**config.mk**
```make
export PLATFORM = sky130hd
export DESIGN_NAME = axi4s_rr_arbiter_flat
export DESIGN_NICKNAME = d
export VERILOG_FILES = /design/src/rtl/axi4s_rr_arbiter_if.sv /design/src/rtl/axi4s_rr_arbiter.sv /design/src/flat_wrapper.sv
export SDC_FILE = /design/constraint.sdc
export NUM_CORES = 1
export LEC_CHECK = 0
export BUFFER_PORTS_ARGS = -buffer_cell sky130_fd_sc_hd__buf_2
export CORE_AREA = 4 4 98 100
export DETAILED_ROUTE_END_ITERATION = 12
export DIE_AREA = 0 0 102 104
export HOLD_SLACK_MARGIN = 0.03
export PLACE_DENSITY = 0.8
export SETUP_SLACK_MARGIN = 0.5
export SLEW_MARGIN = 15
export SYNTH_ARGS = -nofsm -noshare
export SYNTH_HDL_FRONTEND = slang
export SYNTH_SLANG_ARGS = --single-unit
```
**constraint.sdc**
```tcl
create_clock -name axi4s_sclk_i -period 5.4 [get_ports axi4s_sclk_i]
set_clock_uncertainty 0.2 [all_clocks]
set_input_delay 0.54 -clock axi4s_sclk_i [delete_from_list [all_inputs] [get_ports axi4s_sclk_i]]
set_output_delay 0.54 -clock axi4s_sclk_i [all_outputs]
set_load 0.005 [all_outputs]
```
**src/rtl/axi4s_rr_arbiter_if.sv**
```systemverilog
`default_nettype none
// ============================================================================
// Module   : axi4s_rr_arbiter_if
// Brief    : Stream bundle between NUM_SRC upstream masters, the arbiter and
//            the downstream slave.
// Revision : 1.0 - initial release
// ============================================================================
interface axi4s_rr_arbiter_if #(
  parameter int DATA_WIDTH = 48,
  parameter int NUM_SRC    = 4
);
  localparam int SRC_W = $clog2(NUM_SRC);

  logic [NUM_SRC-1:0]            s_valid_i;
  logic [NUM_SRC-1:0]            s_ready_o;
  logic [NUM_SRC*DATA_WIDTH-1:0] s_data_i;
  logic [NUM_SRC-1:0]            s_last_i;
  logic                          m_valid_o;
  logic                          m_ready_i;
  logic [DATA_WIDTH-1:0]         m_data_o;
  logic                          m_last_o;
  logic [SRC_W-1:0]              m_src_o;

  // Arbiter side
  modport slave (
    input  s_valid_i, s_data_i, s_last_i, m_ready_i,
    output s_ready_o, m_valid_o, m_data_o, m_last_o, m_src_o
  );

  // Environment side: sources and downstream sink
  modport master (
    output s_valid_i, s_data_i, s_last_i, m_ready_i,
    input  s_ready_o, m_valid_o, m_data_o, m_last_o, m_src_o
  );
endinterface
`default_nettype wire

```
**src/rtl/axi4s_rr_arbiter.sv**
```systemverilog
`default_nettype none
// ============================================================================
// Module   : axi4s_rr_arbiter
// Brief    : Packet-locked round-robin arbiter muxing NUM_SRC AXI4-Stream
//            sources onto one registered output stage tagged with source id.
// Revision : 1.0 - initial release
// ============================================================================
module axi4s_rr_arbiter #(
  parameter int DATA_WIDTH = 48,
  parameter int NUM_SRC    = 4
) (
  input  wire                  axi4s_sclk_i,
  input  wire                  axi4s_rstn_i,
  axi4s_rr_arbiter_if.slave    bus
);
  localparam int SRC_W = $clog2(NUM_SRC);
  localparam logic [SRC_W-1:0] c_last_src = SRC_W'(NUM_SRC - 1);

  typedef enum logic [0:0] {
    ST_IDLE = 1'b0,
    ST_LOCK = 1'b1
  } state_t;

  state_t                r_state;
  state_t                w_state_nxt;
  logic [SRC_W-1:0]      r_grant;
  logic [SRC_W-1:0]      r_rr_ptr;
  logic                  r_m_valid;
  logic [DATA_WIDTH-1:0] r_m_data;
  logic                  r_m_last;
  logic [SRC_W-1:0]      r_m_src;

  logic                  w_any_valid;
  logic [SRC_W-1:0]      w_winner;
  int                    w_idx;
  logic                  w_out_ready;
  logic                  w_src_hs;
  logic                  w_src_last;
  logic [DATA_WIDTH-1:0] w_src_data;
  logic [SRC_W-1:0]      w_ptr_nxt;

  // First valid source at or above rr_ptr, wrapping modulo NUM_SRC
  always_comb begin
    w_any_valid = 1'b0;
    w_winner    = '0;
    w_idx       = 0;
    for (int i = 0; i < NUM_SRC; i++) begin
      w_idx = int'(r_rr_ptr) + i;
      if (w_idx >= NUM_SRC) w_idx = w_idx - NUM_SRC;
      if (!w_any_valid && bus.s_valid_i[w_idx]) begin
        w_any_valid = 1'b1;
        w_winner    = SRC_W'(w_idx);
      end
    end
  end

  assign w_out_ready = ~r_m_valid | bus.m_ready_i;
  assign w_src_hs    = (r_state == ST_LOCK) & bus.s_valid_i[r_grant] & w_out_ready;
  assign w_src_last  = bus.s_last_i[r_grant];
  assign w_src_data  = bus.s_data_i[r_grant*DATA_WIDTH +: DATA_WIDTH];
  assign w_ptr_nxt   = (r_grant == c_last_src) ? '0 : r_grant + 1'b1;

  generate
    for (genvar k = 0; k < NUM_SRC; k++) begin : g_ready
      assign bus.s_ready_o[k] = (r_state == ST_LOCK) && (r_grant == SRC_W'(k)) && w_out_ready;
    end
  endgenerate

  always_comb begin
    w_state_nxt = r_state;
    case (r_state)
      ST_IDLE: if (w_any_valid) w_state_nxt = ST_LOCK;
      ST_LOCK: if (w_src_hs && w_src_last) w_state_nxt = ST_IDLE;
      default: w_state_nxt = ST_IDLE;
    endcase
  end

  always_ff @(posedge axi4s_sclk_i or negedge axi4s_rstn_i) begin
    if (!axi4s_rstn_i) r_state <= ST_IDLE;
    else               r_state <= w_state_nxt;
  end

  always_ff @(posedge axi4s_sclk_i or negedge axi4s_rstn_i) begin
    if (!axi4s_rstn_i) begin
      r_grant   <= '0;
      r_rr_ptr  <= '0;
      r_m_valid <= 1'b0;
      r_m_data  <= '0;
      r_m_last  <= 1'b0;
      r_m_src   <= '0;
    end else begin
      if (r_state == ST_IDLE && w_any_valid) r_grant <= w_winner;
      if (w_src_hs && w_src_last) r_rr_ptr <= w_ptr_nxt;
      // A new beat may replace the old one in the same cycle it drains
      if (w_src_hs) begin
        r_m_valid <= 1'b1;
        r_m_data  <= w_src_data;
        r_m_last  <= w_src_last;
        r_m_src   <= r_grant;
      end else if (r_m_valid && bus.m_ready_i) begin
        r_m_valid <= 1'b0;
      end
    end
  end

  assign bus.m_valid_o = r_m_valid;
  assign bus.m_data_o  = r_m_data;
  assign bus.m_last_o  = r_m_last;
  assign bus.m_src_o   = r_m_src;

endmodule
`default_nettype wire
```
**src/flat_wrapper.sv**
```systemverilog
// flat-port wrapper written by rule: the top's interface ports become plain ports
module axi4s_rr_arbiter_flat 
#(
  parameter int DATA_WIDTH = 48,
  parameter int NUM_SRC    = 4
)
  (axi4s_sclk_i, axi4s_rstn_i, bus_s_valid_i, bus_s_data_i, bus_s_last_i, bus_m_ready_i, bus_s_ready_o, bus_m_valid_o, bus_m_data_o, bus_m_last_o, bus_m_src_o);
  axi4s_rr_arbiter_if #(.DATA_WIDTH(DATA_WIDTH), .NUM_SRC(NUM_SRC)) bus_i ();
  input  wire axi4s_sclk_i;
  input  wire axi4s_rstn_i;
  input wire logic [$bits(bus_i.s_valid_i)-1:0] bus_s_valid_i;
  input wire logic [$bits(bus_i.s_data_i)-1:0] bus_s_data_i;
  input wire logic [$bits(bus_i.s_last_i)-1:0] bus_s_last_i;
  input wire logic [$bits(bus_i.m_ready_i)-1:0] bus_m_ready_i;
  output wire logic [$bits(bus_i.s_ready_o)-1:0] bus_s_ready_o;
  output wire logic [$bits(bus_i.m_valid_o)-1:0] bus_m_valid_o;
  output wire logic [$bits(bus_i.m_data_o)-1:0] bus_m_data_o;
  output wire logic [$bits(bus_i.m_last_o)-1:0] bus_m_last_o;
  output wire logic [$bits(bus_i.m_src_o)-1:0] bus_m_src_o;
  assign bus_i.s_valid_i = bus_s_valid_i;
  assign bus_i.s_data_i = bus_s_data_i;
  assign bus_i.s_last_i = bus_s_last_i;
  assign bus_i.m_ready_i = bus_m_ready_i;
  assign bus_s_ready_o = bus_i.s_ready_o;
  assign bus_m_valid_o = bus_i.m_valid_o;
  assign bus_m_data_o = bus_i.m_data_o;
  assign bus_m_last_o = bus_i.m_last_o;
  assign bus_m_src_o = bus_i.m_src_o;
  axi4s_rr_arbiter #(.DATA_WIDTH(DATA_WIDTH), .NUM_SRC(NUM_SRC)) u_core (.axi4s_sclk_i(axi4s_sclk_i), .axi4s_rstn_i(axi4s_rstn_i), .bus(bus_i));
endmodule
```
==> results.md <==
* Status: finished clean
* Post-Synthesis Cells at between 200 and 250
* Mapped cell area at around 3600 sq um
* Final WS setup at about 2300 ps
* Hold_buf cts at 0
* Vias in the first global route at between 3k and 4k
* Vias per cell at 5.33
* Overall routing resource usage at 0.200
* TNS Setup at 0 ps
* Dpl cell area at ~5000 sq um
* Sequential share of the synthesized area at 0.401
* H-tree depth at 3
* Met1 usage at 0.210
* Multi-input logic area at 1990 sq um
* Max FO, Critical Path at 57
* Final Hold Viols at 0
* Worst-path clk slew at roughly 60 ps
* Final Cycle Share at 0.570
* Critical Path End Type: register
* Initial DRC count at 59
* Hpwl dp at roughly 8.6 mm
* Setup Viol. Count Final at 0
* FMAX at about 330 MHz
* Leak Pwr at about 2.4 nW
* TritonCTS clock tree: yes
* Commonest non-fill, non-tap cell in the layout: buf_2
* EDFF count, synth at 0
* Synthesis-to-finish area growth at 42.0%
* Critical Path RT at between 5000 and 6000 ps
* Gpl congestion at roughly 0.82
* Fin Hold WS at roughly 140 ps
* Finished Cell Area at 5050 sq um
* First-pass GRT wire length at approximately 16 mm
* Initial Util at 0.410
* Synth area leader: dfrtp_1
* Layout Nets at roughly 680
* Routed Antenna Nets at 0
* GRT Residual Overflow at 0
* Synth top area cells: dfrtp_1 (40%), mux4_2 (32%), mux2_2 (16%)
* I/O Pins at around 260
* Setup WS pre-CTS at ~2200 ps
* Synth top area share at 0.401
* Worst slew pin tran at roughly 1000 ps
* CTS buffer count at 9
* Clock latency on the worst-skew pair at between 300 and 400 ps
* DRC Markers at 0
* Layout cells sized above 1 at 0.785
* First-pass DRT Iterations at 4
* Syn Area/Cell at between 15 and 20 sq um
* Crit start category: register
* Largest net degree at the start of global routing at slightly below 60
* Non-filler cells, final at just under 600
* Antenna Cells at 0
* Syn nets at 430
* Peak VDD IR at between 0.0003 and 0.0004 V
* Register area at ~1400 sq um
* Die ar. at roughly 11000 sq um
* Commonest non-fill, non-tap cells in the layout: buf_2 (258), dfrtp_1 (55), mux4_2 (50), mux2_2 (50), clkbuf_8 (11)
* Library cells used by synthesis at 28
* CP arrival at about 3100 ps
* Worst Setup Path Type: register to register
* Synthesis Warnings at 0
* FP Rows at 34
* Met2 Track Usage GR at 0.380
* WL/cell at approximately 18 um
* Normalized max-slew margin at 0.324
* Max-Cap Viols at 0
* Period minus WS final at approximately 3000 ps
* Die Y-Extent at approximately 100 um
* Min-delay worst type: input pin to async pin
* Global route hottest layer: met2
* Total number of vias at approximately 3.1k
* Initial antenna violation count at 0
* Synth async-reset ratio at 1.00
* P per Cell Area at 506 nW/um^2
* CTS Root Cell: clkbuf_8
* Synth Flop Type: dfrtp_1
* Max clock buf depth at 2
* Fin. max-slew vios at 0
* Total core area at 8680 sq um
* Met3 Use GR at 0.0423
* Clk sink count at 57
* Post-cts sizing count at 0
* Post-CTS Setup Bufs at 0
* Die X-Extent at ~100 um
* Count of buffers from port buffering at about 260
* Fillers at approximately 740
* RSZ-0062 raised after global routing: false
* Routed wire length at between 10 and 15 mm
* Synth Register Bits at 57
* Placed Cells at 571
cell families (layout without fill, tap and decap cells):
logic type | count (synthesis) | after routing | synth area share
mux | 102 | 102 | 0.481
flops | 57 | 57 | 0.401
simple gates | 24 | 24 | 0.0398
buf+inv | 22 | 278 | 0.0377
compound gates | 14 | 14 | 0.0264
fa+ha+maj | 4 | 4 | 0.0141
report_power, final:
part	switching, mW	internal, mW
combinational	0.431	0.834
clock	0.158	0.189
sequential	0.286	0.658
total	0.875	1.68
through the flow:
stage	power [mW]	util
after detailed placement	2.25	0.561
final	2.56	0.582
after global routing	2.76	0.582
after global placement	2.18	0.561
after CTS	2.61	0.581
after floorplan	1.82	-
worst paths after layout:
kind                                startpoint  cells past startpoint                      end  slack, ps
min in group axi4s_sclk_i  u_core.bus.m_last_o                      2      u_core.bus.m_last_o        290
max in group asynchronous         axi4s_rstn_i                      2        u_core.r_grant[0]       4290
setup reg to reg             u_core.r_grant[0]                      3  u_core.bus.m_data_o[17]       2320
hold reg to reg            u_core.bus.m_last_o                      2      u_core.bus.m_last_o        290
setup / recovery             u_core.r_grant[0]                      3  u_core.bus.m_data_o[17]       2320
hold / removal                    axi4s_rstn_i                      2  u_core.bus.m_data_o[14]        140
area by class of cell:
cell class,count,area share
clock inverters,3,0.00297
multi-input cells,144,0.395
repair buffers,259,0.257
well taps,108,0.0268
clock buffers,13,0.0315
inverters,3,0.00223
flip-flops and latches,57,0.284
cell usage after synthesis (2+ instances only):
| cell type | number |
|---|---|
| dfrtp_1 | 57 |
| mux4_2 | 50 |
| o21ai_0 | 4 |
| nand2_1 | 8 |
| a21oi_1 | 2 |
| nor2b_1 | 3 |
| buf_6 | 6 |
| and3_1 | 4 |
| clkbuf_1 | 8 |
| mux2i_1 | 2 |
| ha_1 | 4 |
| mux2_2 | 50 |
| inv_1 | 3 |
| o21a_1 | 2 |
| nand3b_1 | 2 |
| nand2b_1 | 2 |
| buf_2 | 5 |
routing by layer:
metal  share of wire  routed length (um)
met5               0                   0
met1            0.34                3620
met4           0.019                 199
met2            0.56                5940
met3           0.082                 873
flip-flops by register name, summed over array words and instances, names as in the netlist:
| signal | flops |
|---|---|
| u_core.bus.m_valid_o | 1 |
| u_core.bus.m_src_o | 2 |
| u_core.bus.m_last_o | 1 |
| u_core.r_grant | 2 |
| u_core.r_state | 1 |
| u_core.bus.m_data_o | 48 |
| u_core.r_rr_ptr | 2 |
worst max-delay path, stage by stage (launching register included):
cell and delay (ps):
dfrtp_4 1100, mux4_2 660, nand3_4 530, mux2_2 420
(Power assumes the default switching activity.)
